`src/rtl/approx_mul_pipe.sv`:
```
// Purpose : pipelined WIDTHxWIDTH multiplier; partial-product rows are paired and the low
//           APPROX_COLS overlap columns of each pair are compressed exactly, by OR, or dropped.
// Latency : 2 cycles from input handshake to out_valid, 1 operation per cycle sustained.
// Backpressure: out_ready low holds S2; in_ready falls once S1 and S2 both hold data.
//
// Ports:
//   clk, rst             rising-edge clock, asynchronous active-high reset
//   in_valid/in_ready    operand handshake carrying x, y and mode
//                        (0 exact, 1 OR-sum, 2 eliminate, 3 treated as exact)
//   out_valid/out_ready  product handshake carrying p (2*WIDTH bits)
// Optional (APPROX_MUL_ERR_STATS_EN): stat_clr in; err_sum, err_max, err_cnt out, which
//   accumulate |exact - p| over output transfers.
module approx_mul_pipe #(
    parameter int WIDTH       = 8,
    parameter int APPROX_COLS = 3,
    parameter int ERR_W       = 32
) (
    input  logic                 clk,
    input  logic                 rst,
    input  logic                 in_valid,
    output logic                 in_ready,
    input  logic [WIDTH-1:0]     x,
    input  logic [WIDTH-1:0]     y,
    input  logic [1:0]           mode,
    output logic                 out_valid,
    input  logic                 out_ready,
`ifdef APPROX_MUL_ERR_STATS_EN
    input  logic                 stat_clr,
    output logic [ERR_W-1:0]     err_sum,
    output logic [2*WIDTH-1:0]   err_max,
    output logic [ERR_W-1:0]     err_cnt,
`endif
    output logic [2*WIDTH-1:0]   p
);
    localparam int NP = WIDTH / 2;   // number of row pairs
    localparam int PW = 2 * WIDTH;   // product width
    localparam int VW = WIDTH + 1;   // relative columns 0..WIDTH of a pair

    logic s1_valid;
    logic s1_adv;
    logic s2_adv;
    logic accept;

    assign s2_adv   = !out_valid || out_ready;
    assign s1_adv   = !s1_valid || s2_adv;
    assign in_ready = s1_adv && !rst;
    assign accept   = in_valid && in_ready;

    // Stage 1 compression: one sum vector and one carry vector per row pair.
    // carry[c+1] holds the half-adder carry out of column c.
    logic [VW-1:0] c1_sum   [NP];
    logic [VW-1:0] c1_carry [NP];
    logic          col_a;
    logic          col_b;

    always_comb begin
        col_a = 1'b0;
        col_b = 1'b0;
        for (int k = 0; k < NP; k++) begin
            c1_sum[k]   = '0;
            c1_carry[k] = '0;
            c1_sum[k][0]     = y[0] & x[2*k];
            c1_sum[k][WIDTH] = y[WIDTH-1] & x[2*k+1];
            for (int c = 1; c < WIDTH; c++) begin
                col_a = y[c] & x[2*k];
                col_b = y[c-1] & x[2*k+1];
                if (c <= APPROX_COLS && mode == 2'd1) begin
                    c1_sum[k][c] = col_a | col_b;
                end else if (c <= APPROX_COLS && mode == 2'd2) begin
                    c1_sum[k][c] = 1'b0;
                end else begin
                    c1_sum[k][c]     = col_a ^ col_b;
                    c1_carry[k][c+1] = col_a & col_b;
                end
            end
        end
    end

    logic [VW-1:0] s1_sum   [NP];
    logic [VW-1:0] s1_carry [NP];
`ifdef APPROX_MUL_ERR_STATS_EN
    logic [WIDTH-1:0] s1_x;
    logic [WIDTH-1:0] s1_y;
`endif

    always_ff @(posedge clk or posedge rst) begin
        if (rst) begin
            s1_valid <= 1'b0;
            for (int k = 0; k < NP; k++) begin
                s1_sum[k]   <= '0;
                s1_carry[k] <= '0;
            end
`ifdef APPROX_MUL_ERR_STATS_EN
            s1_x <= '0;
            s1_y <= '0;
`endif
        end else if (s1_adv) begin
            s1_valid <= in_valid;
            // Data only loads on a real transfer so idle bubbles keep the last value.
            if (accept) begin
                for (int k = 0; k < NP; k++) begin
                    s1_sum[k]   <= c1_sum[k];
                    s1_carry[k] <= c1_carry[k];
                end
`ifdef APPROX_MUL_ERR_STATS_EN
                s1_x <= x;
                s1_y <= y;
`endif
            end
        end
    end

    // Stage 2: exact sum of every pair's vectors at weight 2^(2k).
    logic [PW-1:0] c2_p;

    always_comb begin
        c2_p = '0;
        for (int k = 0; k < NP; k++) begin
            c2_p = c2_p + ((PW'(s1_sum[k]) + PW'(s1_carry[k])) << (2 * k));
        end
    end

`ifdef APPROX_MUL_ERR_STATS_EN
    logic [PW-1:0] p_exact;
`endif

    always_ff @(posedge clk or posedge rst) begin
        if (rst) begin
            out_valid <= 1'b0;
            p         <= '0;
`ifdef APPROX_MUL_ERR_STATS_EN
            p_exact   <= '0;
`endif
        end else if (s2_adv) begin
            out_valid <= s1_valid;
            if (s1_valid) begin
                p <= c2_p;
`ifdef APPROX_MUL_ERR_STATS_EN
                p_exact <= PW'(s1_x) * PW'(s1_y);
`endif
            end
        end
    end

`ifdef APPROX_MUL_ERR_STATS_EN
    // Accumulator headroom wide enough for either operand plus one carry bit.
    localparam int SW = ((ERR_W > PW) ? ERR_W : PW) + 1;

    logic [PW-1:0] err_abs;
    logic [SW-1:0] sum_ext;
    logic          out_xfer;

    assign out_xfer = out_valid && out_ready;
    assign err_abs  = (p_exact >= p) ? (p_exact - p) : (p - p_exact);
    assign sum_ext  = SW'(err_sum) + SW'(err_abs);

    always_ff @(posedge clk or posedge rst) begin
        if (rst) begin
            err_sum <= '0;
            err_max <= '0;
            err_cnt <= '0;
        end else if (stat_clr) begin
            // Clear wins over a coincident transfer.
            err_sum <= '0;
            err_max <= '0;
            err_cnt <= '0;
        end else if (out_xfer) begin
            err_sum <= (sum_ext > SW'({ERR_W{1'b1}})) ? {ERR_W{1'b1}} : sum_ext[ERR_W-1:0];
            err_cnt <= (&err_cnt) ? err_cnt : err_cnt + 1'b1;
            if (err_abs > err_max) begin
                err_max <= err_abs;
            end
        end
    end
`endif

endmodule

```
`config.mk`:
```
export PLATFORM = sky130hd
export DESIGN_NAME = approx_mul_pipe
export DESIGN_NICKNAME = d
export VERILOG_FILES = /design/src/rtl/approx_mul_pipe.sv
export SDC_FILE = /design/constraint.sdc
export NUM_CORES = 1
export LEC_CHECK = 0
export ABC_AREA = 0
export CAP_MARGIN = 10
export CORE_UTILIZATION = 40
export DETAILED_ROUTE_END_ITERATION = 16
export DONT_BUFFER_PORTS = 1
export PLACE_DENSITY = 0.59
export SYNTH_ARGS = -nofsm -noshare
export SYNTH_HDL_FRONTEND = slang
export SYNTH_SLANG_ARGS = --single-unit
```
`constraint.sdc`:
```
create_clock -name clk -period 10.9 [get_ports clk]
set_clock_uncertainty 0.15 [all_clocks]
set_input_delay 1.09 -clock clk [delete_from_list [all_inputs] [get_ports clk]]
set_output_delay 1.09 -clock clk [all_outputs]
set_load 0.03 [all_outputs]
```
### Word level (Yosys, flattened, before mapping)

Index checks and enable logic that the tools add are counted.
Widths: inputs -> output; s select.

* divide/modulo/power cells: 0
* bitwise logic cells: 132
* shift operators: 0
* order comparisons: 0
* add/subtract/negate cells: 7
* multiplexer cells: 48
* equal/unequal tests: 2
* $mul: 0
* reductions and logical operators: 9

Operator list (number)
* $and 1x1->1: 92
* $mux 1: 48
* $add 9x9->10: 4
* $xor 1x1->1: 28
* $add 15x16->16: 1
* $add 13x14->15: 1
* $add 10x12->13: 1
* $or 1x1->1: 12
* $reduce_and 2->1: 2
* $logic_not 1->1: 3
* $eq 2x1->1 const B: 1
* $eq 2x2->1 const B: 1
* $logic_and 1x1->1: 2
* $logic_or 1x1->1: 2

* output and inout port bits: 18
* input bits: 22
* latch bits: 0
* memory bits (read-only): 0
* word-level logic and storage cells: 209
* RAM bits: 0
* memories: 0
* flip-flop bits (word level): 82

### Logic depth before layout (Yosys ltp)

Gate-level depths: netlist of run 1.

* depth after elaboration: 6
* gate-level depth with buffers: 19
* mapped depth without buffers: 19

### Worst setup path after synthesis of run 1

No wires, ideal clock.

* kind: register to register
* from: register s1_sum[20] (netlist name)
* to: register p[15]
* setup slack: 6.618 ns
* required time: 10.620 ns
* data arrival time: 4.002 ns
* stages on the path, launching flop included: 17
* path through: dfrtp_1 -> ha_1 -> fa_1 -> a21oi_1 -> nor2_1 -> nor2_1 -> xnor2_1 -> fa_1 -> fa_1 -> fa_1 -> inv_1 -> ha_1 -> and3_1 -> a211oi_2 -> a21oi_1 -> xnor2_1 -> o21ai_1

* longest elaborated chain between the ends: 4

RTL lines
* start, declared: line 79 `logic [VW-1:0] s1_sum [NP];`
* start signal, assigned by index: line 102 `s1_sum[k] <= c1_sum[k];`
* $add 9x9->10: line 119 `c2_p = c2_p + ((PW'(s1_sum[k]) + PW'(s1_carry[k])) << (2 * k));`
* $add 10x12->13: line 119
* $add 13x14->15: line 119
* $add 15x16->16: line 119
* end signal, assigned: line 137 `p <= c2_p;`
* end, declared: line 33 `output logic [2*WIDTH-1:0] p`

No other way between the ends.
A chain may end at the register's enable or synchronous reset.

### Worst setup path after layout of run 1

* from: register s1_sum[20] (netlist name)
* to: register p[13]

Same word-level chain as after synthesis.

==> reports/metrics.json, run 1 <==
{
  "run_status": {"value": "finished with violations"},
  "violations_in_the_final_reports": {"value": "DRC"},
  "yosys.cell_count.top_type": {"value": "sky130_fd_sc_hd__nand2_1"},
  "synth_largest_area_cell": {"value": "sky130_fd_sc_hd__dfrtp_1"},
  "post_synth_inst_count": {"value": 620},
  "met3_usage": {"value": 4.21, "unit": "%"},
  "routed_wire_length_per_instance": {"value": 15.2, "unit": "um"},
  "grt_max_degree": {"value": 97},
  "num-nets-final": {"value": 745},
  "r2r-start": {"value": "s1_sum[20]"},
  "filler_cell_count": {"value": 1431},
  "finalWorstPathRequiredPeriod": {"value": 4.59, "unit": "ns"},
  "tritoncts.num_buffers": {"value": 9},
  "critPathMaxFanout": {"value": 3},
  "cts_hold_buffers": {"value": 0},
  "design.core.area": {"value": 14600, "unit": "sq um"},
  "final_design_area_no_fill": {"value": 6450, "unit": "sq um"},
  "mapped_cell_area": {"value": 6040, "unit": "sq um"},
  "power.static_leakage": {"value": 3.41, "unit": "nW"},
  "timing.setup.tns": {"value": 0, "unit": "ns"},
  "syn_avg_cell_area": {"value": 9.74, "unit": "sq um"},
  "detailroute.via_count": {"value": 4044},
  "die_width": {"value": 125, "unit": "um"},
  "timing.max_cap.violations": {"value": 0},
  "grt_antenna_before_repair": {"value": 0},
  "cts_max_level": {"value": 3},
  "worstPathArrival": {"value": 4.63, "unit": "ns"},
  "grt_pass1_vias": {"value": 4096},
  "area_growth_syn_to_layout": {"value": 6.84, "unit": "%"},
  "criticalPathCategory": {"value": "flip-flop to flip-flop"},
  "insertion_delay": {"value": 0.35, "unit": "ns"},
  "post_cts.resized_instances": {"value": 0},
  "min_period_over_period": {"value": 42.1, "unit": "%"},
  "timing.final.setup_violations": {"value": 0},
  "critical_path.startpoint": {"value": "s1_sum[20]"},
  "final-hold-violation-count": {"value": 0},
  "critPathCaptureType": {"value": "flip-flop"},
  "instances_no_fill": {"value": 801},
  "gr-total-overflow": {"value": 0},
  "antennaDiodeCount": {"value": 0},
  "grt_pass1_wl": {"value": 20500, "unit": "um"},
  "cts.path.max_buffers": {"value": 2},
  "grt_use_met2": {"value": 27.8, "unit": "%"},
  "cts_setup_buffers": {"value": 0},
  "drt.antenna.violating_nets": {"value": 0},
  "yosysTopAreaCellShare": {"value": 34.0, "unit": "%"},
  "route.final.wire_length": {"value": 12100, "unit": "um"},
  "ys_seq_elements": {"value": 82},
  "globalRouteTotalUtil": {"value": 16.9, "unit": "%"},
  "fp.dieArea": {"value": 15600, "unit": "sq um"},
  "placement.io_buffers": {"value": 0},
  "drt-vias-per-instance": {"value": 5.05},
  "synth_edf_count": {"value": 0},
  "hold_path_class": {"value": "flip-flop to flip-flop"},
  "synth_warnings": {"value": 0},
  "max_slew_margin": {"value": 34.8, "unit": "%"},
  "grt_most_used_layer": {"value": "met2"},
  "met1_usage": {"value": 21.8, "unit": "%"},
  "postSynth.topFlopCell": {"value": "sky130_fd_sc_hd__dfrtp_1"},
  "synth-seq-area-share": {"value": 34.0, "unit": "%"},
  "ir_worst_vdd": {"value": 0.109, "unit": "mV"},
  "clock_transition_at_the_registers_of_the_reported_paths": {"value": 0.06, "unit": "ns"},
  "fmax": {"value": 218, "unit": "MHz"},
  "mappedNetlistNets": {"value": 752},
  "detail_route.iter0.violations": {"value": 113},
  "die_height": {"value": 125, "unit": "um"},
  "sum_of_net_half_perimeters_after_detailed_placement": {"value": 9200, "unit": "um"},
  "final_critical_path_setup_slack": {"value": 6.31, "unit": "ns"},
  "worstPathRequired": {"value": 10.94, "unit": "ns"},
  "dpl_worst_slack": {"value": 6.31, "unit": "ns"},
  "post-place-cells": {"value": 786},
  "firstDrtPassIters": {"value": 10},
  "holdCritStartpoint": {"value": "s1_sum[35]"},
  "cts_sinks": {"value": 82},
  "powerDensity": {"value": 201, "unit": "nW/um^2"},
  "worst_setup_path_start_kind": {"value": "flip-flop"},
  "synth_commonest_cells": {"value": "sky130_fd_sc_hd__nand2_1, sky130_fd_sc_hd__ha_1, sky130_fd_sc_hd__dfrtp_1"},
  "rsz0062_at_grt": {"value": "no"},
  "async_flop_share": {"value": 100, "unit": "%"},
  "floorplan.initialDensity": {"value": 41.2, "unit": "%"},
  "boundaryPins": {"value": 40},
  "maxSlewViolCount": {"value": 0},
  "post_route_cells_drive_above_1_share": {"value": 10.2, "unit": "%"},
  "tritoncts": {"value": "yes"},
  "synth.top_cells.by_area": {"value": "sky130_fd_sc_hd__dfrtp_1, sky130_fd_sc_hd__ha_1, sky130_fd_sc_hd__fa_1"},
  "synthDistinctLibCells": {"value": 43},
  "fp-row-count": {"value": 44},
  "slew_at_the_pin_closest_to_its_max_slew_limit": {"value": 0.977, "unit": "ns"},
  "standard_cell_area_after_detailed_placement": {"value": 6180, "unit": "sq um"},
  "drt_drc_violations_left": {"value": 8},
  "finalWeightedCongestion": {"value": 0.747},
  "clock-root-buffer": {"value": "sky130_fd_sc_hd__clkbuf_16"}
}
[placed cells by master (no fill, tap or decap), drive strengths merged, types with 2 or more instances in the layout]
| cell | netlist | final |
|---|---|---|
| fa | 22 | 22 |
| mux2 | 37 | 37 |
| a21boi | 2 | 2 |
| nand2b | 4 | 4 |
| and2 | 32 | 32 |
| o21ai | 45 | 45 |
| o21a | 2 | 2 |
| o21bai | 6 | 6 |
| ha | 88 | 88 |
| dfrtp | 82 | 82 |
| a31oi | 6 | 6 |
| a21o | 10 | 10 |
| xor2 | 13 | 13 |
| xnor2 | 12 | 12 |
| clkinv | 0 | 5 |
| a21oi | 23 | 23 |
| a211oi | 9 | 9 |
| nor2 | 17 | 17 |
| nor2b | 2 | 2 |
| o31ai | 2 | 2 |
| nand2 | 92 | 92 |
| mux2i | 3 | 3 |
| nand3 | 2 | 2 |
| clkbuf | 8 | 10 |
| inv | 80 | 79 |
| buf | 12 | 2 |
[metal layers]
layer	share of wire [%]	vias to the layer above
met3	3.2	12
met1	49	1943
li1	-	2036
met4	1.4	0
met2	46	53
met5	0	-
[report_power, final]
part / internal [mW] / leakage (nW) / switching [mW]
clock: 0.158 / 0.134 / 0.123
combinational: 0.250 / 2.22 / 0.312
sequential: 0.363 / 1.06 / 0.0887
total: 0.771 / 3.41 / 0.524
[final cells by class]
| cell class | instances | area, sq um | area share (%) |
|---|---|---|---|
| Multi-Input combinational cell | 438 | 3580 | 55.5 |
| Clock inverter | 5 | 31.3 | 0.485 |
| Timing Repair Buffer | 2 | 15.0 | 0.233 |
| Tap cell | 184 | 230 | 3.57 |
| Clock buffer | 10 | 239 | 3.71 |
| Inverter | 80 | 302 | 4.68 |
| Sequential cell | 82 | 2050 | 31.8 |
[worst max-delay path, stage by stage (launching register included)]
cell	delay, ns
sky130_fd_sc_hd__dfrtp_1	0.38
sky130_fd_sc_hd__ha_1	0.23
sky130_fd_sc_hd__fa_1	0.40
sky130_fd_sc_hd__a21oi_1	0.16
sky130_fd_sc_hd__nor2_1	0.05
sky130_fd_sc_hd__nor2_1	0.16
sky130_fd_sc_hd__xnor2_1	0.16
sky130_fd_sc_hd__fa_1	0.46
sky130_fd_sc_hd__fa_1	0.51
sky130_fd_sc_hd__fa_1	0.55
sky130_fd_sc_hd__inv_1	0.04
sky130_fd_sc_hd__ha_1	0.32
sky130_fd_sc_hd__and3_1	0.17
sky130_fd_sc_hd__a211oi_2	0.32
sky130_fd_sc_hd__o21bai_1	0.13
sky130_fd_sc_hd__xnor2_1	0.15
sky130_fd_sc_hd__o21ai_0	0.09
[through the flow]
step	power (mW)	utilization, %	hold slack (ns)
6_report	1.30	44.0	0.331
3_3_place_gp	1.01	42.2	0.315
5_1_grt	1.42	44.0	0.361
2_1_floorplan	0.909	-	0.296
3_5_place_dp	1.02	42.2	0.323
4_1_cts	1.32	44.0	0.336
[sequential cells by signal (all words and copies together), names as in the netlist]
register,count
s1_carry,28
out_valid,1
p,16
s1_sum,36
s1_valid,1
[worst paths after layout]
path                               to  slack (ns)  cells after the start
max in group asynchronous  s1_sum[12]        9.04                      2
setup reg to reg                p[13]        6.31                     16
min in group asynchronous   out_valid        0.39                      1
hold / removal             s1_sum[35]        0.33                      2
hold reg to reg            s1_sum[35]        0.33                      2
setup / recovery                p[13]        6.31                     16
[cells by family (layout without fill, tap and decap cells)]
kind of cell / after synthesis / after routing / share of synthesized area [%]
adder cells (fa/ha/maj): 110 / 110 / 25.5
flip-flops: 82 / 82 / 34.0
multiplexers: 40 / 40 / 7.40
XOR/XNOR: 25 / 25 / 3.75
buffers and inverters: 100 / 97 / 6.70
AO/OA/AOI/OAI: 110 / 110 / 11.2
AND/OR/NAND/NOR: 153 / 153 / 11.4
Power figures use the tool's default switching activity.
==> inputs of run 2 (changes only) <==
==> constraint.sdc (replaced) <==
create_clock -name clk -period 4.5 [get_ports clk]
set_clock_uncertainty 0.15 [all_clocks]
set_input_delay 0.45 -clock clk [delete_from_list [all_inputs] [get_ports clk]]
set_output_delay 0.45 -clock clk [all_outputs]
set_load 0.03 [all_outputs]
==> reports/metrics.json, run 2 (synthesis gave the netlist of run 1 again) <==
{
  "run_status": {"value": "finished with violations"},
  "violations_in_the_final_reports": {"value": "DRC"},
  "boundaryPins": {"value": 40},
  "hold_path_class": {"value": "input pin to async pin"},
  "commonest_non_fill_non_tap_cell_in_the_layout": {"value": "sky130_fd_sc_hd__nand2_1"},
  "tritoncts.num_buffers": {"value": 9},
  "clock_transition_at_the_registers_of_the_reported_paths": {"value": 0.06, "unit": "ns"},
  "gr-total-overflow": {"value": 0},
  "filler_cell_count": {"value": 1420},
  "drt_drc_violations_left": {"value": 8},
  "cts.path.max_buffers": {"value": 2},
  "cts_hold_buffers": {"value": 0},
  "dpl_worst_slack": {"value": -0.0317, "unit": "ns"},
  "die_width": {"value": 125, "unit": "um"},
  "critPathMaxFanout": {"value": 5},
  "cts_sinks": {"value": 82},
  "largest_reg_flops": {"value": 36},
  "timing.final.setup_violations": {"value": 0},
  "timing.max_cap.violations": {"value": 0},
  "power.static_leakage": {"value": 3.44, "unit": "nW"},
  "grt_max_degree": {"value": 55},
  "max_slew_margin": {"value": 34.2, "unit": "%"},
  "insertion_delay": {"value": 0.35, "unit": "ns"},
  "fp-row-count": {"value": 44},
  "die_height": {"value": 125, "unit": "um"},
  "grt_antenna_before_repair": {"value": 0},
  "ir_worst_vdd": {"value": 0.285, "unit": "mV"},
  "clock-root-buffer": {"value": "sky130_fd_sc_hd__clkbuf_16"},
  "area_growth_syn_to_layout": {"value": 8.79, "unit": "%"},
  "critPathCaptureType": {"value": "flip-flop"},
  "dr.max_layer_used": {"value": "met4"},
  "num-nets-final": {"value": 748},
  "placement.io_buffers": {"value": 0},
  "layout.area.seq": {"value": 2050, "unit": "sq um"},
  "drt.antenna.violating_nets": {"value": 0},
  "route.final.wire_length": {"value": 12500, "unit": "um"},
  "layout_common_cells": {"value": "sky130_fd_sc_hd__nand2_1, sky130_fd_sc_hd__ha_1, sky130_fd_sc_hd__dfrtp_1"},
  "wl_met1": {"value": 6000, "unit": "um"},
  "sum_of_net_half_perimeters_after_detailed_placement": {"value": 9420, "unit": "um"},
  "routed_wire_length_per_instance": {"value": 15.5, "unit": "um"},
  "maxSlewViolCount": {"value": 0},
  "design_power_total": {"value": 3.38, "unit": "mW"},
  "worstPathArrival": {"value": 4.36, "unit": "ns"},
  "floorplan.initialDensity": {"value": 41.2, "unit": "%"},
  "drt-vias-per-instance": {"value": 5.06},
  "final-hold-violation-count": {"value": 0},
  "post_route_cells_drive_above_1_share": {"value": 12.2, "unit": "%"},
  "cts_max_level": {"value": 3},
  "finalWeightedCongestion": {"value": 0.750},
  "design.core.area": {"value": 14600, "unit": "sq um"},
  "reg_top3": {"value": "s1_sum: 36 flops, s1_carry: 28 flops, p: 16 flops"},
  "standard_cell_area_after_detailed_placement": {"value": 6210, "unit": "sq um"},
  "min_period_over_period": {"value": 95.8, "unit": "%"},
  "powerDensity": {"value": 514, "unit": "nW/um^2"},
  "criticalPathCategory": {"value": "flip-flop to flip-flop"},
  "slew_at_the_pin_closest_to_its_max_slew_limit": {"value": 0.986, "unit": "ns"},
  "dr_wl_met2": {"value": 5740, "unit": "um"},
  "instances_no_fill": {"value": 805},
  "tritoncts": {"value": "yes"},
  "fp.dieArea": {"value": 15600, "unit": "sq um"},
  "post-place-cells": {"value": 788},
  "area_of_the_multi_input_gates": {"value": 3650, "unit": "sq um"},
  "antennaDiodeCount": {"value": 0},
  "worstPathRequired": {"value": 4.55, "unit": "ns"},
  "fmax": {"value": 232, "unit": "MHz"},
  "globalRouteTotalUtil": {"value": 17.3, "unit": "%"},
  "grt_pass1_wl": {"value": 20800, "unit": "um"},
  "register_with_the_highest_flop_count": {"value": "s1_sum"},
  "grt_pass1_vias": {"value": 4176},
  "met3_wirelength": {"value": 564, "unit": "um"},
  "final_critical_path_setup_slack": {"value": 0.190, "unit": "ns"},
  "worst_setup_path_start_kind": {"value": "flip-flop"},
  "detailroute.via_count": {"value": 4076},
  "final_design_area_no_fill": {"value": 6570, "unit": "sq um"},
  "firstDrtPassIters": {"value": 10},
  "detail_route.iter0.violations": {"value": 122},
  "finalWorstPathRequiredPeriod": {"value": 4.31, "unit": "ns"}
}
-- run 2: changes by cell type in the layout (fill, tap and decap cells not counted), sizes merged --
cell      previous run  this run
buf                  2         5
clkbuf              10        13
clkinv               5         3
bufinv               0         1
clkinvlp             1         0
-- run 2: final cells by class --
type                            instances  area share (%)
Multi-Input combinational cell        438            55.6
Sequential cell                        82            31.3
Inverter                               80            4.59
Clock buffer                           13            3.66
Tap cell                              184            3.51
Timing Repair Buffer                    5           0.762
Clock inverter                          3           0.610
-- run 2: repair_timing --
item / 4_1_cts / 5_1_grt
gates resized for setup: 1 / 15
pin swaps: 5 / 11
setup endpoints to repair: 2 / 6
endpoints found under the hold margin: 0 / 0
cloned: 0 / 0
buffers inserted: 0 / 1
-- run 2: path summary, 6_finish.rpt --
path	start	endpoint	slack, ns	depth (start not counted)
max	s1_sum[11]	p[15]	0.19	17
min	rst	p[5]	0.03	1
max reg2reg	s1_sum[11]	p[15]	0.19	17
min reg2reg	s1_sum[35]	s1_sum[35]	0.34	2
max in group asynchronous	rst	s1_carry[8]	3.24	2
min in group clk	in_valid	s1_valid	0.05	1
-- run 2: per-stage QoR --
| step | util (%) | setup TNS (ns) | hold slack, ns |
|---|---|---|---|
| finish | 44.8 | 0 | 0.0306 |
| global route | 44.8 | -0.00167 | 0.0330 |
| CTS | 44.3 | 0 | 0.0346 |
| detailed placement | 42.4 | -0.0509 | 0.325 |
| global placement | 42.4 | 0 | 0.316 |
| floorplan | - | 0 | 0.296 |
-- run 2: power by group --
group          switching, mW  leakage (nW)  internal [mW]
Sequential             0.214          1.06          0.879
Combinational          0.833          2.24          0.727
Clock                  0.294         0.138          0.429
Total                   1.34          3.44           2.03
-- run 2: worst max-delay path: stages, from the launching register on --
cell and delay (ns):
sky130_fd_sc_hd__dfrtp_1 0.39, sky130_fd_sc_hd__ha_1 0.24, sky130_fd_sc_hd__fa_1 0.40, sky130_fd_sc_hd__a21o_1 0.20, sky130_fd_sc_hd__a21oi_2 0.17, sky130_fd_sc_hd__o21bai_1 0.09, sky130_fd_sc_hd__a21oi_1 0.18, sky130_fd_sc_hd__xnor2_1 0.14
sky130_fd_sc_hd__ha_1 0.29, sky130_fd_sc_hd__ha_1 0.31, sky130_fd_sc_hd__ha_1 0.30, sky130_fd_sc_hd__ha_1 0.37, sky130_fd_sc_hd__a21o_1 0.21, sky130_fd_sc_hd__a211oi_2 0.25, sky130_fd_sc_hd__o2bb2ai_1 0.15, sky130_fd_sc_hd__a21oi_1 0.07
sky130_fd_sc_hd__xnor2_1 0.17, sky130_fd_sc_hd__o21ai_1 0.07
-- run 2: routing by layer --
metal  up-vias  track usage (%)
li1       2031                -
met1      1978             22.6
met2        57             27.8
met3        10             5.20
met4         0             4.52
met5         -                0
==> inputs of run 3 (changes only) <==
--- a/config.mk
+++ b/config.mk
@@ -7,6 +7,7 @@
 export LEC_CHECK = 0
 export ABC_AREA = 0
 export CAP_MARGIN = 10
+export CORE_MARGIN = 2
 export CORE_UTILIZATION = 40
 export DETAILED_ROUTE_END_ITERATION = 16
 export DONT_BUFFER_PORTS = 1
==> reports/metrics.json, run 3 (synthesis gave the netlist of run 1 again) <==
{
  "worst_path_most_repeated_cell": {"value": "sky130_fd_sc_hd__fa_1"},
  "cts_max_level": {"value": 3},
  "r2r-start": {"value": "s1_carry[20]"},
  "globalRouteTotalUtil": {"value": 16.5, "unit": "%"},
  "power.switching": {"value": 1.35, "unit": "mW"},
  "register_with_the_highest_flop_count": {"value": "s1_sum"},
  "critPathCaptureType": {"value": "flip-flop"},
  "critPathMaxFanout": {"value": 3},
  "commonest_non_fill_non_tap_cell_in_the_layout": {"value": "sky130_fd_sc_hd__nand2_1"},
  "grt_max_degree": {"value": 55},
  "layout.area.seq": {"value": 2050, "unit": "sq um"},
  "grt_pass1_wl": {"value": 21000, "unit": "um"},
  "timing.rr.end": {"value": "p[11]"},
  "firstDrtPassIters": {"value": 5},
  "drt.antenna.violating_nets": {"value": 0},
  "slew_at_the_pin_closest_to_its_max_slew_limit": {"value": 1.05, "unit": "ns"},
  "grt_pass1_vias": {"value": 4305},
  "critical_path.cell_chain": {"value": "ha_2 -> fa_2 -> a21oi_2 -> nor2_1 -> nor2_1 -> xnor2_1 -> fa_1 -> fa_1 -> fa_1 -> inv_2 -> ha_4 -> and3_4 -> a211oi_4 -> buf_4 -> xor2_1 -> o21ai_1"},
  "swShare": {"value": 39.7, "unit": "%"},
  "filler_cell_count": {"value": 1394},
  "worstPathBufferInverterCount": {"value": 2},
  "layout_common_cells": {"value": "sky130_fd_sc_hd__nand2_1, sky130_fd_sc_hd__ha_1, sky130_fd_sc_hd__dfrtp_1"},
  "detailroute.via_count": {"value": 4112},
  "final_design_area_no_fill": {"value": 6600, "unit": "sq um"},
  "die_height": {"value": 127, "unit": "um"},
  "combPwrFrac": {"value": 46.3, "unit": "%"},
  "final_core_util": {"value": 45.1, "unit": "%"},
  "timing.max_cap.violations": {"value": 0},
  "grt_antenna_before_repair": {"value": 0},
  "hold_path_class": {"value": "input pin to async pin"},
  "worst_setup_path_start_kind": {"value": "flip-flop"},
  "design.core.area": {"value": 14600, "unit": "sq um"},
  "clock-root-buffer": {"value": "sky130_fd_sc_hd__clkbuf_16"},
  "reg_top3": {"value": "s1_sum: 36 flops, s1_carry: 28 flops, p: 16 flops"},
  "standard_cell_area_after_detailed_placement": {"value": 6210, "unit": "sq um"},
  "delay_of_the_slowest_critical_path_stage": {"value": 0.53, "unit": "ns"},
  "clock_transition_at_the_registers_of_the_reported_paths": {"value": 0.06, "unit": "ns"},
  "timing.critical_path.depth": {"value": 16},
  "placement.io_buffers": {"value": 0},
  "fmax": {"value": 231, "unit": "MHz"},
  "timing.reg2reg.setup_slack": {"value": 0.17, "unit": "ns"},
  "finalWeightedCongestion": {"value": 0.781},
  "ff2ff_path_depth": {"value": 16},
  "power.internal": {"value": 2.06, "unit": "mW"},
  "die_width": {"value": 127, "unit": "um"},
  "power.static_leakage": {"value": 3.45, "unit": "nW"},
  "worstPathArrival": {"value": 4.38, "unit": "ns"},
  "ir_worst_vdd": {"value": 0.305, "unit": "mV"},
  "final-hold-violation-count": {"value": 0},
  "timing.final.setup_violations": {"value": 0},
  "gr-total-overflow": {"value": 0},
  "cts_sinks": {"value": 82},
  "criticalPathCategory": {"value": "flip-flop to flip-flop"},
  "detail_route.iter0.violations": {"value": 194},
  "sum_of_net_half_perimeters_after_detailed_placement": {"value": 9580, "unit": "um"},
  "route.final.wire_length": {"value": 12400, "unit": "um"},
  "worstPathRequired": {"value": 4.54, "unit": "ns"},
  "area_of_the_multi_input_gates": {"value": 3660, "unit": "sq um"},
  "p_seq_share": {"value": 32.1, "unit": "%"},
  "instances_no_fill": {"value": 808},
  "critical-path-slowest-cell": {"value": "sky130_fd_sc_hd__fa_1"},
  "min_period_over_period": {"value": 96.3, "unit": "%"},
  "antennaDiodeCount": {"value": 0},
  "tritoncts": {"value": "yes"},
  "maxSlewViolCount": {"value": 0},
  "max_slew_margin": {"value": 29.5, "unit": "%"},
  "fp.dieArea": {"value": 16100, "unit": "sq um"},
  "drt-vias-per-instance": {"value": 5.09},
  "rsz0062_at_grt": {"value": "yes"},
  "num-nets-final": {"value": 751},
  "largest_reg_flops": {"value": 36},
  "cts.path.max_buffers": {"value": 2},
  "fin_worst_hold_slack": {"value": 0.0186, "unit": "ns"},
  "clock_power_share": {"value": 21.7, "unit": "%"},
  "drt_drc_violations_left": {"value": 0},
  "floorplan.initialDensity": {"value": 41.2, "unit": "%"},
  "finalWorstPathRequiredPeriod": {"value": 4.33, "unit": "ns"},
  "run_status": {"value": "complete, no violations"},
  "boundaryPins": {"value": 40},
  "routed_wire_length_per_instance": {"value": 15.3, "unit": "um"},
  "post-place-cells": {"value": 790},
  "powerDensity": {"value": 516, "unit": "nW/um^2"},
  "tritoncts.num_buffers": {"value": 9},
  "critical-path-top-delay-family": {"value": "adder cells"},
  "area_growth_syn_to_layout": {"value": 9.37, "unit": "%"},
  "fp-row-count": {"value": 44},
  "insertion_delay": {"value": 0.35, "unit": "ns"},
  "post_route_cells_drive_above_1_share": {"value": 13.8, "unit": "%"}
}
-- run 3: how the worst max path moves through the flow --
stage,end,startpoint,slack (ns)
finish,p[11],s1_carry[20],0.17
global route,p[11],s1_sum[20],-0.005
detailed placement,p[11],s1_sum[20],-0.04
floorplan,p[15],s1_sum[20],0.22
CTS,p[11],s1_sum[20],0.03
global placement,p[11],s1_sum[20],0.04
-- run 3: through the flow --
step / setup TNS (ns) / setup slack [ns] / power (mW)
4_1_cts: 0 / 0.0300 / 3.30
2_1_floorplan: 0 / 0.218 / 2.20
5_1_grt: -0.00566 / -0.00516 / 3.71
6_report: 0 / 0.166 / 3.41
3_5_place_dp: -0.0627 / -0.0398 / 2.53
3_3_place_gp: 0 / 0.0396 / 2.48
-- run 3: power by group through the flow --
stage | registers [mW] | clock network, mW | logic [mW]
after floorplan | 1.08 | 0 | 1.12
after global placement | 1.10 | 0 | 1.38
after detailed placement | 1.11 | 0 | 1.42
after CTS | 1.10 | 0.757 | 1.45
after global routing | 1.12 | 0.786 | 1.81
final | 1.09 | 0.738 | 1.58
-- run 3: layout make-up --
| class | instances | area share (%) |
|---|---|---|
| Clock buffer | 11 | 3.68 |
| Clock inverter | 5 | 0.815 |
| Inverter | 80 | 4.57 |
| Multi-Input combinational cell | 438 | 55.5 |
| Sequential cell | 82 | 31.1 |
| Tap cell | 184 | 3.49 |
| Timing Repair Buffer | 8 | 0.910 |
-- run 3: what timing repair did --
item,4_1_cts,5_1_grt
resized for setup,1,18
hold endpoints to repair,0,0
endpoints found under the setup margin,3,6
setup buffers,0,2
hold buffers,0,0
cloned,0,0
pin swaps,4,21
-- run 3: layer usage --
| metal | global-route usage (%) | wire length (um) | vias to the layer above |
|---|---|---|---|
| met2 | 27.0 | 5750 | 67 |
| met1 | 21.9 | 6010 | 1991 |
| li1 | - | - | 2038 |
| met4 | 4.72 | 187 | 0 |
| met3 | 4.01 | 430 | 16 |
| met5 | 0 | 0 | - |
